===== src/rtl/rf_wb_arbiter.sv =====
// rf_wb_arbiter: shares the register-file write port between ALU (A) and load/store (B) writebacks.
// Latency: 1 cycle from accepted request to rf_wr_*/fwd_*; one write per cycle sustained.
// Backpressure: a_ready/b_ready drop on wb_stall, own valid low, or losing arbitration; requester holds.
module rf_wb_arbiter #(
   parameter int DATA_W    = 32,
   parameter int ADDR_W    = 5,
   parameter int FIXED_PRI = 0,
   parameter int CNT_W     = 16
) (
   input  logic              clk,
   input  logic              rst_n,
   input  logic              a_valid,
   input  logic [ADDR_W-1:0] a_addr,
   input  logic [DATA_W-1:0] a_data,
   output logic              a_ready,
   input  logic              b_valid,
   input  logic [ADDR_W-1:0] b_addr,
   input  logic [DATA_W-1:0] b_data,
   output logic              b_ready,
   input  logic              wb_stall,
   output logic              rf_wr_en,
   output logic [ADDR_W-1:0] rf_wr_addr,
   output logic [DATA_W-1:0] rf_wr_data,
   output logic              fwd_valid,
   output logic [ADDR_W-1:0] fwd_addr,
   output logic [DATA_W-1:0] fwd_data,
   output logic [CNT_W-1:0]  conflict_cnt
);

   // One writeback request: destination register plus the value to write.
   typedef struct packed {
      logic [ADDR_W-1:0] addr;
      logic [DATA_W-1:0] data;
   } wb_req_t;

   // Round-robin pointer: which requester was granted most recently.
   typedef enum logic {
      SRC_A = 1'b0,
      SRC_B = 1'b1
   } src_e;

   src_e    last_gnt_q;
   src_e    last_gnt_d;
   logic    gnt_a;
   logic    gnt_b;
   logic    gnt_any;
   logic    conflict;
   wb_req_t sel_req;

   logic             wr_en_q;
   wb_req_t          wr_q;
   logic [CNT_W-1:0] cnt_q;

   // Pick at most one requester; a tie goes to B under fixed priority, else to whoever did not win last.
   always_comb begin
      gnt_a = 1'b0;
      gnt_b = 1'b0;
      if (!wb_stall) begin
         if (a_valid && b_valid) begin
            if (FIXED_PRI != 0) begin
               gnt_b = 1'b1;
            end else if (last_gnt_q == SRC_A) begin
               gnt_b = 1'b1;
            end else begin
               gnt_a = 1'b1;
            end
         end else begin
            gnt_a = a_valid;
            gnt_b = b_valid;
         end
      end
   end

   assign gnt_any  = gnt_a | gnt_b;
   assign conflict = a_valid & b_valid & ~wb_stall;
   assign a_ready  = gnt_a;
   assign b_ready  = gnt_b;

   // Pointer follows every grant and holds on idle or stalled cycles.
   always_comb begin
      last_gnt_d = last_gnt_q;
      if (gnt_a) begin
         last_gnt_d = SRC_A;
      end else if (gnt_b) begin
         last_gnt_d = SRC_B;
      end
   end

   // Pointer register; reset to A so that B wins the first tie.
   always_ff @(posedge clk or negedge rst_n) begin
      if (!rst_n) begin
         last_gnt_q <= SRC_A;
      end else begin
         last_gnt_q <= last_gnt_d;
      end
   end

   // Route the granted request toward the output stage.
   always_comb begin
      sel_req = '0;
      if (gnt_b) begin
         sel_req.addr = b_addr;
         sel_req.data = b_data;
      end else begin
         sel_req.addr = a_addr;
         sel_req.data = a_data;
      end
   end

   // Output stage: a grant is staged for exactly one cycle; writes to x0 are staged but never enabled.
   always_ff @(posedge clk or negedge rst_n) begin
      if (!rst_n) begin
         wr_en_q <= 1'b0;
         wr_q    <= '0;
      end else if (gnt_any) begin
         wr_en_q <= (sel_req.addr != '0);
         wr_q    <= sel_req;
      end else begin
         wr_en_q <= 1'b0;
      end
   end

   // Saturating count of cycles in which both requesters competed outside a stall.
   always_ff @(posedge clk or negedge rst_n) begin
      if (!rst_n) begin
         cnt_q <= '0;
      end else if (conflict && (cnt_q != {CNT_W{1'b1}})) begin
         cnt_q <= cnt_q + 1'b1;
      end
   end

   assign rf_wr_en     = wr_en_q;
   assign rf_wr_addr   = wr_q.addr;
   assign rf_wr_data   = wr_q.data;
   assign fwd_valid    = wr_en_q;
   assign fwd_addr     = wr_q.addr;
   assign fwd_data     = wr_q.data;
   assign conflict_cnt = cnt_q;

endmodule


===== config.mk =====
export PLATFORM = sky130hd
export DESIGN_NAME = rf_wb_arbiter
export DESIGN_NICKNAME = d
export VERILOG_FILES = /design/src/rtl/rf_wb_arbiter.sv
export SDC_FILE = /design/constraint.sdc
export NUM_CORES = 1
export LEC_CHECK = 0
export CORE_MARGIN = 1.5
export CORE_UTILIZATION = 30
export CTS_CLUSTER_DIAMETER = 80
export DETAILED_ROUTE_END_ITERATION = 10
export HOLD_SLACK_MARGIN = 0.12
export PLACE_DENSITY = 0.79
export SLEW_MARGIN = 40
export SYNTH_ARGS = -nofsm -noshare
export SYNTH_HDL_FRONTEND = slang
export SYNTH_SLANG_ARGS = --single-unit
export TNS_END_PERCENT = 50

===== constraint.sdc =====
create_clock -name clk -period 2.75 [get_ports clk]
set_clock_uncertainty 0.1 [all_clocks]
set_input_delay 0.55 -clock clk [delete_from_list [all_inputs] [get_ports clk]]
set_output_delay 0.55 -clock clk [all_outputs]
set_load 0.02 [all_outputs]

==> results of run 1 <==
kinds of logic (layout without fill, tap and decap cells):
| group | count (synthesis) | in the layout | share of synthesized area [%] |
|---|---|---|---|
| AND/OR/NAND/NOR | 79 | 79 | 14.1 |
| flip-flops | 55 | 55 | 47.8 |
| buffers and inverters | 54 | 191 | 12.2 |
| AO/OA/AOI/OAI | 42 | 42 | 7.60 |
| multiplexers | 38 | 38 | 13.4 |
| XOR/XNOR | 15 | 15 | 4.56 |
| adder cells (fa/ha/maj) | 1 | 1 | 0.434 |
registers in the layout (all words and copies together), names as in the netlist:
signal and count:
last_gnt_q 1, conflict_cnt 16, fwd_addr 5, fwd_data 32
fwd_valid 1
power groups by stage:
| stage | logic (mW) | clock network, mW | registers [mW] |
|---|---|---|---|
| after global placement | 0.987 | 0 | 1.05 |
| after detailed placement | 1.01 | 0 | 1.06 |
| after CTS | 1.01 | 0.551 | 1.04 |
| after global routing | 1.07 | 0.587 | 1.06 |
| final | 0.997 | 0.529 | 1.04 |
| after floorplan | 0.398 | 0 | 1.18 |
layer usage:
metal,vias to the layer above,track usage (%),routed length (µm)
met1,1168,17.4,3220
met3,6,3.95,674
met4,0,3.10,62
met2,114,27.5,3830
met5,-,0,0
li1,1208,-,-
synth_stat cells, drive strengths merged:
master | n | area, µm²
a21o | 1 | 7.51
a21oi | 1 | 5.00
a311oi | 1 | 8.76
buf | 42 | 305
clkbuf | 9 | 33.8
dfrtp | 55 | 1380
ha | 1 | 12.5
inv | 3 | 11.3
mux2 | 1 | 15.0
mux2i | 37 | 370
nand2 | 44 | 165
nand3 | 4 | 25.0
nand3b | 1 | 20.0
nand4 | 5 | 31.3
nor2 | 4 | 17.5
nor3 | 7 | 35.0
nor3b | 1 | 7.51
nor4 | 5 | 37.5
nor4b | 1 | 8.76
o21ai | 38 | 190
o21bai | 1 | 7.51
or2b | 2 | 15.0
or3 | 2 | 15.0
or4 | 3 | 27.5
xnor2 | 3 | 26.3
xor2 | 12 | 105
worst max path at each step:
stage | slack, ns | startpoint | cells after the start | endpoint
CTS | 0.22 | b_valid | 5 | b_ready
detailed placement | -0.05 | b_valid | 5 | b_ready
floorplan | 0.70 | conflict_cnt[0] | 5 | conflict_cnt[1]
global placement | -0.04 | b_valid | 5 | b_ready
finish | 0.24 | b_valid | 5 | b_ready
global route | 0.19 | b_valid | 5 | b_ready
repair_timing:
action                                  CTS  global route
endpoints found under the setup margin    2             0
hold buffers                              0             1
gates resized for setup                   2             0
hold endpoints to repair                  0             1
buffers inserted                          0             0
placed cells by master (no fill, tap or decap), types with 2 or more instances in the layout:
cell type and instances:
clkdlybuf4s50_1 169, buf_4 7, o21ai_0 38, nor3_1 7, mux2i_1 37, nor2_1 3, xor2_1 12, nand4_1 5
nand3_1 3, inv_1 3, dlygate4sd2_1 2, clkbuf_8 5, or2b_1 2, dfrtp_1 55, nor4_1 4, xnor2_1 3
or3_2 2, nand2_1 44
critical path, delay by kind of cell:
kind                   cells  cell delay [ns]
AO/OA/AOI/OAI              1             0.22
buffers and inverters      3             0.85
AND/OR/NAND/NOR            1             0.24
cell type report:
| cell class | instances | area [µm²] |
|---|---|---|
| sequential | 55 | 1380 |
| clock buffer | 5 | 68.8 |
| inverter | 3 | 11.3 |
| multi-input combinational | 175 | 1170 |
| clock inverter | 2 | 37.5 |
| timing repair buffer | 181 | 1800 |
| tap | 129 | 161 |
| fill | 878 | 4670 |
stage by stage:
step	setup TNS (ns)	utilization, %	instances
final	0	49.7	550
after floorplan	0	-	284
after global routing	0	49.7	550
after global placement	-0.0351	48.5	542
after CTS	0	49.6	549
after detailed placement	-0.0476	48.5	542
==> results.yml, run 1 <==
setup_path:
  cp_max_fo: 2
  reg2reg_from: "conflict_cnt[0]"
  cp_slowest_cell: "clkdlybuf4s50_1"
  r2r_end: "conflict_cnt[1]"
  criticalPathCategory: "in -> out"
  required_ns: 2.10
  ff2ff_setup_slack_ns: 0.56
  crit_arrival_ns: 1.86
  critPathCaptureType: "primary output"
  cp-start-kind: "input pin"
  critical-path-max-stage-delay_ns: 0.46
  r2r_cells: 5
  cp_cell_sequence: "clkdlybuf4s50_1, or2b_1, a21o_2, inv_1, dlygate4sd2_1"
grt:
  grt_max_degree: 60
  first_global_vias: 2495
  grt_overflow_total: 0
  grtUsageTotal_pct: 14.9
  antenna_found_initial: 0
  grt_pass1_wl_um: 12200
hold_path:
  hp-class: "reg -> reg"
  min_path_cells: 1
  min_from: "conflict_cnt[15]"
  whs_endpoint: "conflict_cnt[15]"
pwr:
  seq_power_share_pct: 40.6
  pwr-share-clk_pct: 20.6
  power_mw: 2.57
  p_sw_share_pct: 33.3
  p_leak_nw: 2.09
  p_sw_mw: 0.856
  ir_drop_mv: 0.301
  p_comb_share_pct: 38.8
  p_int_mw: 1.71
  power.density_nw_per_um2: 556
sta:
  slew_headroom_pct: 54.5
  finalHoldViolCount: 0
  fin_ws_ns: 0.237
  finalCriticalPeriod_ns: 2.51
  tightestPinTransition_ns: 0.677
  fmax_mhz: 398
  finalSetupViolCount: 0
  rsz0062_at_grt: "false"
  period_share_pct: 91.4
  fin_hold_ws_ns: 0.401
  maxSlewViolCount: 0
routing:
  via_count: 2496
  wl_per_cell_um: 14.1
  drc: 0
  wirelength_um: 7780
  drt_iter0_drc: 66
  ant_nets: 0
  vias_per_cell: 4.54
  first_pass_iters: 4
finish:
  fin_area_um2: 4620
  diodes: 0
  layout-drive-gt1-share_pct: 6.41
  nets: 501
  syn2layout_area_growth_pct: 60.3
synth:
  synth.distinct_cells: 32
  syn_inst: 284
  ys_seq_area_share_pct: 47.8
  syn-cell-area_um2: 2880
  synth_area_per_cell_um2: 10.1
  synth-seq-cells: 55
  syn-num-nets: 364
  yosys_warnings: 0
floorplanning:
  start_util_pct: 31.0
  core_um2: 9280
  die_h_um: 101
  dieArea_um2: 10200
  io_pins: 173
  rows: 35
  dieWidth_um: 101
place:
  dpl_cell_area_um2: 4500
  dpl.hpwl_um: 5960
  finalWeightedCongestion: 0.752
  place_ws_ns: -0.0476
  numPortBuffers: 172
clocking:
  clk_path_buf_depth: 2
  clock_latency_ns: 0.30
  htreeDepth: 2
  cts_tree: "yes"
  path_clk_slew_ns: 0.09
  cts_made_buffers: 5
  clock-sinks: 55
  root_buffer: "clkbuf_8"
status:
  status: "completed"
flow_run:
  drv_cap: 0
(Power assumes the default switching activity.)
==> run 2: changes to the inputs <==
--- a/config.mk
+++ b/config.mk
@@ -5,12 +5,15 @@
 export SDC_FILE = /design/constraint.sdc
 export NUM_CORES = 1
 export LEC_CHECK = 0
+export CORE_ASPECT_RATIO = 0.7
 export CORE_MARGIN = 1.5
 export CORE_UTILIZATION = 30
 export CTS_CLUSTER_DIAMETER = 80
 export DETAILED_ROUTE_END_ITERATION = 10
+export GPL_TIMING_DRIVEN = 0
 export HOLD_SLACK_MARGIN = 0.12
 export PLACE_DENSITY = 0.79
+export SKIP_LAST_GASP = 1
 export SLEW_MARGIN = 40
 export SYNTH_ARGS = -nofsm -noshare
 export SYNTH_HDL_FRONTEND = slang
==> results.yml, run 2 (synthesis results as in run 1) <==
routing:
  wirelength_um: 8400
  vias_per_cell: 4.43
  wl_per_cell_um: 14.2
  via_count: 2614
  drt_iter0_drc: 54
  ant_nets: 0
  drc: 0
  first_pass_iters: 4
setup_path:
  crit_arrival_ns: 1.97
  crit_start: "a_valid"
  cp_slowest_cell: "clkdlybuf4s50_1"
  reg2reg_from: "conflict_cnt[0]"
  r2r_end: "conflict_cnt[1]"
  cp_cell_sequence: "clkdlybuf4s50_1, a21o_1, clkbuf_1, buf_6, inv_1, clkdlybuf4s15_2"
  critPathCaptureType: "primary output"
  ff2ff_setup_slack_ns: 0.57
  r2r_cells: 5
  cp-start-kind: "input pin"
  required_ns: 2.10
  crit_path_end: "b_ready"
  critical-path-max-stage-delay_ns: 0.57
  criticalPathCategory: "in -> out"
  cp_max_fo: 10
pwr:
  p_comb_share_pct: 39.3
  p_sw_share_pct: 31.4
  power_mw: 2.80
  power.density_nw_per_um2: 565
  seq_power_share_pct: 37.2
  p_leak_nw: 2.31
  p_int_mw: 1.92
  ir_drop_mv: 0.302
  p_sw_mw: 0.879
  pwr-share-clk_pct: 23.5
floorplanning:
  dieArea_um2: 10200
  io_pins: 173
  rows: 29
  dieWidth_um: 120
  die_h_um: 85.0
  core_um2: 9180
  start_util_pct: 31.4
grt:
  grt_pass1_wl_um: 13200
  antenna_found_initial: 0
  grt_overflow_total: 0
  grtUsageTotal_pct: 16.3
  first_global_vias: 2649
  grt_max_degree: 34
finish:
  nets: 545
  diodes: 0
  layout-drive-gt1-share_pct: 13.1
  final.fill_count: 787
  layout_commonest_cell: "clkdlybuf4s50_1"
  largest_reg_flops: 32
  syn2layout_area_growth_pct: 71.8
  final_cell_mix: "167 x clkdlybuf4s50_1, 55 x dfrtp_1, 44 x nand2_1, 39 x buf_4, 38 x o21ai_0"
clocking:
  cts_tree: "yes"
  clock-sinks: 55
  htreeDepth: 2
  post_cts_buffers: 0
  clk_path_buf_depth: 2
  root_buffer: "clkbuf_16"
  cts_made_buffers: 5
  path_clk_slew_ns: 0.07
  clock_latency_ns: 0.29
place:
  dpl.hpwl_um: 6810
  finalWeightedCongestion: 0.805
  numPortBuffers: 172
sta:
  finalHoldViolCount: 0
  finalSetupViolCount: 0
  setup_tns_ns: 0
  period_share_pct: 95.3
  tightestPinTransition_ns: 0.740
  fmax_mhz: 382
  slew_headroom_pct: 50.3
  finalCriticalPeriod_ns: 2.62
  maxSlewViolCount: 0
  rsz0062_at_grt: "false"
flow_run:
  drv_cap: 0
status:
  status: "completed"
hold_path:
  min_from: "fwd_data[5]"
  hp-class: "reg -> reg"
[run 2: cell types whose count changed in the layout (fill, tap and decap cells not counted), moves of 2 or more]
cell             change
clkbuf_16            +5
clkbuf_1            +10
buf_4               +32
buf_2                +2
clkbuf_8             -3
clkdlybuf4s50_1      -2
[run 2: per-layer routing]
layer,GRT usage [%],share of wire (%),vias up
met5,0,0,-
met4,4.65,1.2,0
met3,2.82,6.3,10
met2,28.7,49,101
met1,20.7,43,1204
li1,-,-,1299
[run 2: how the worst min path moves through the flow]
stage | end | slack, ns | cells past startpoint
after floorplan | conflict_cnt[0] | 0.15 | 0
after global placement | conflict_cnt[15] | 0.39 | 1
after detailed placement | conflict_cnt[3] | 0.37 | 1
after CTS | fwd_data[5] | 0.41 | 2
after global routing | conflict_cnt[15] | 0.44 | 1
final | fwd_data[5] | 0.40 | 2
[run 2: cell type report]
type                            instances  area [µm²]  share of cell area, %
Timing Repair Buffer                  174        1750                   35.4
Sequential cell                        55        1380                   27.8
Inverter                                3        11.3                  0.228
Tap cell                              124         155                   3.14
Multi-Input combinational cell        175        1150                   23.3
Buffer                                 51         345                   6.98
Clock buffer                            8         156                   3.16
[run 2: power groups by stage]
stage	Combinational, mW	Clock (mW)	Sequential (mW)
after floorplan	0.398	0	1.18
after global placement	1.09	0	1.05
after detailed placement	1.11	0	1.06
after CTS	1.11	0.681	1.04
after global routing	1.17	0.720	1.06
final	1.10	0.658	1.04
[run 2: what timing repair did]
action,CTS,global route
endpoints found under the setup margin,2,1
hold buffers,1,0
resized for setup,6,2
hold endpoints to repair,22,0
[run 2: critical path: cells and delay by family]
kind / cells / cell delay [ns]
compound gates: 1 / 0.15
buf+inv: 5 / 1.28
[run 2: through the flow]
step                      cells  instance area [µm²]  worst slack [ns]  hold WS, ns  util (%)
final                       590                 4950             0.130        0.404      53.9
after CTS                   590                 4940          -0.00261        0.410      53.8
after global routing        590                 4950            0.0455        0.441      53.9
after detailed placement    581                 4770            -0.517        0.368      52.0
after global placement      580                 4760            -0.663        0.387      51.8
after floorplan             284                 2880             0.700        0.154         -
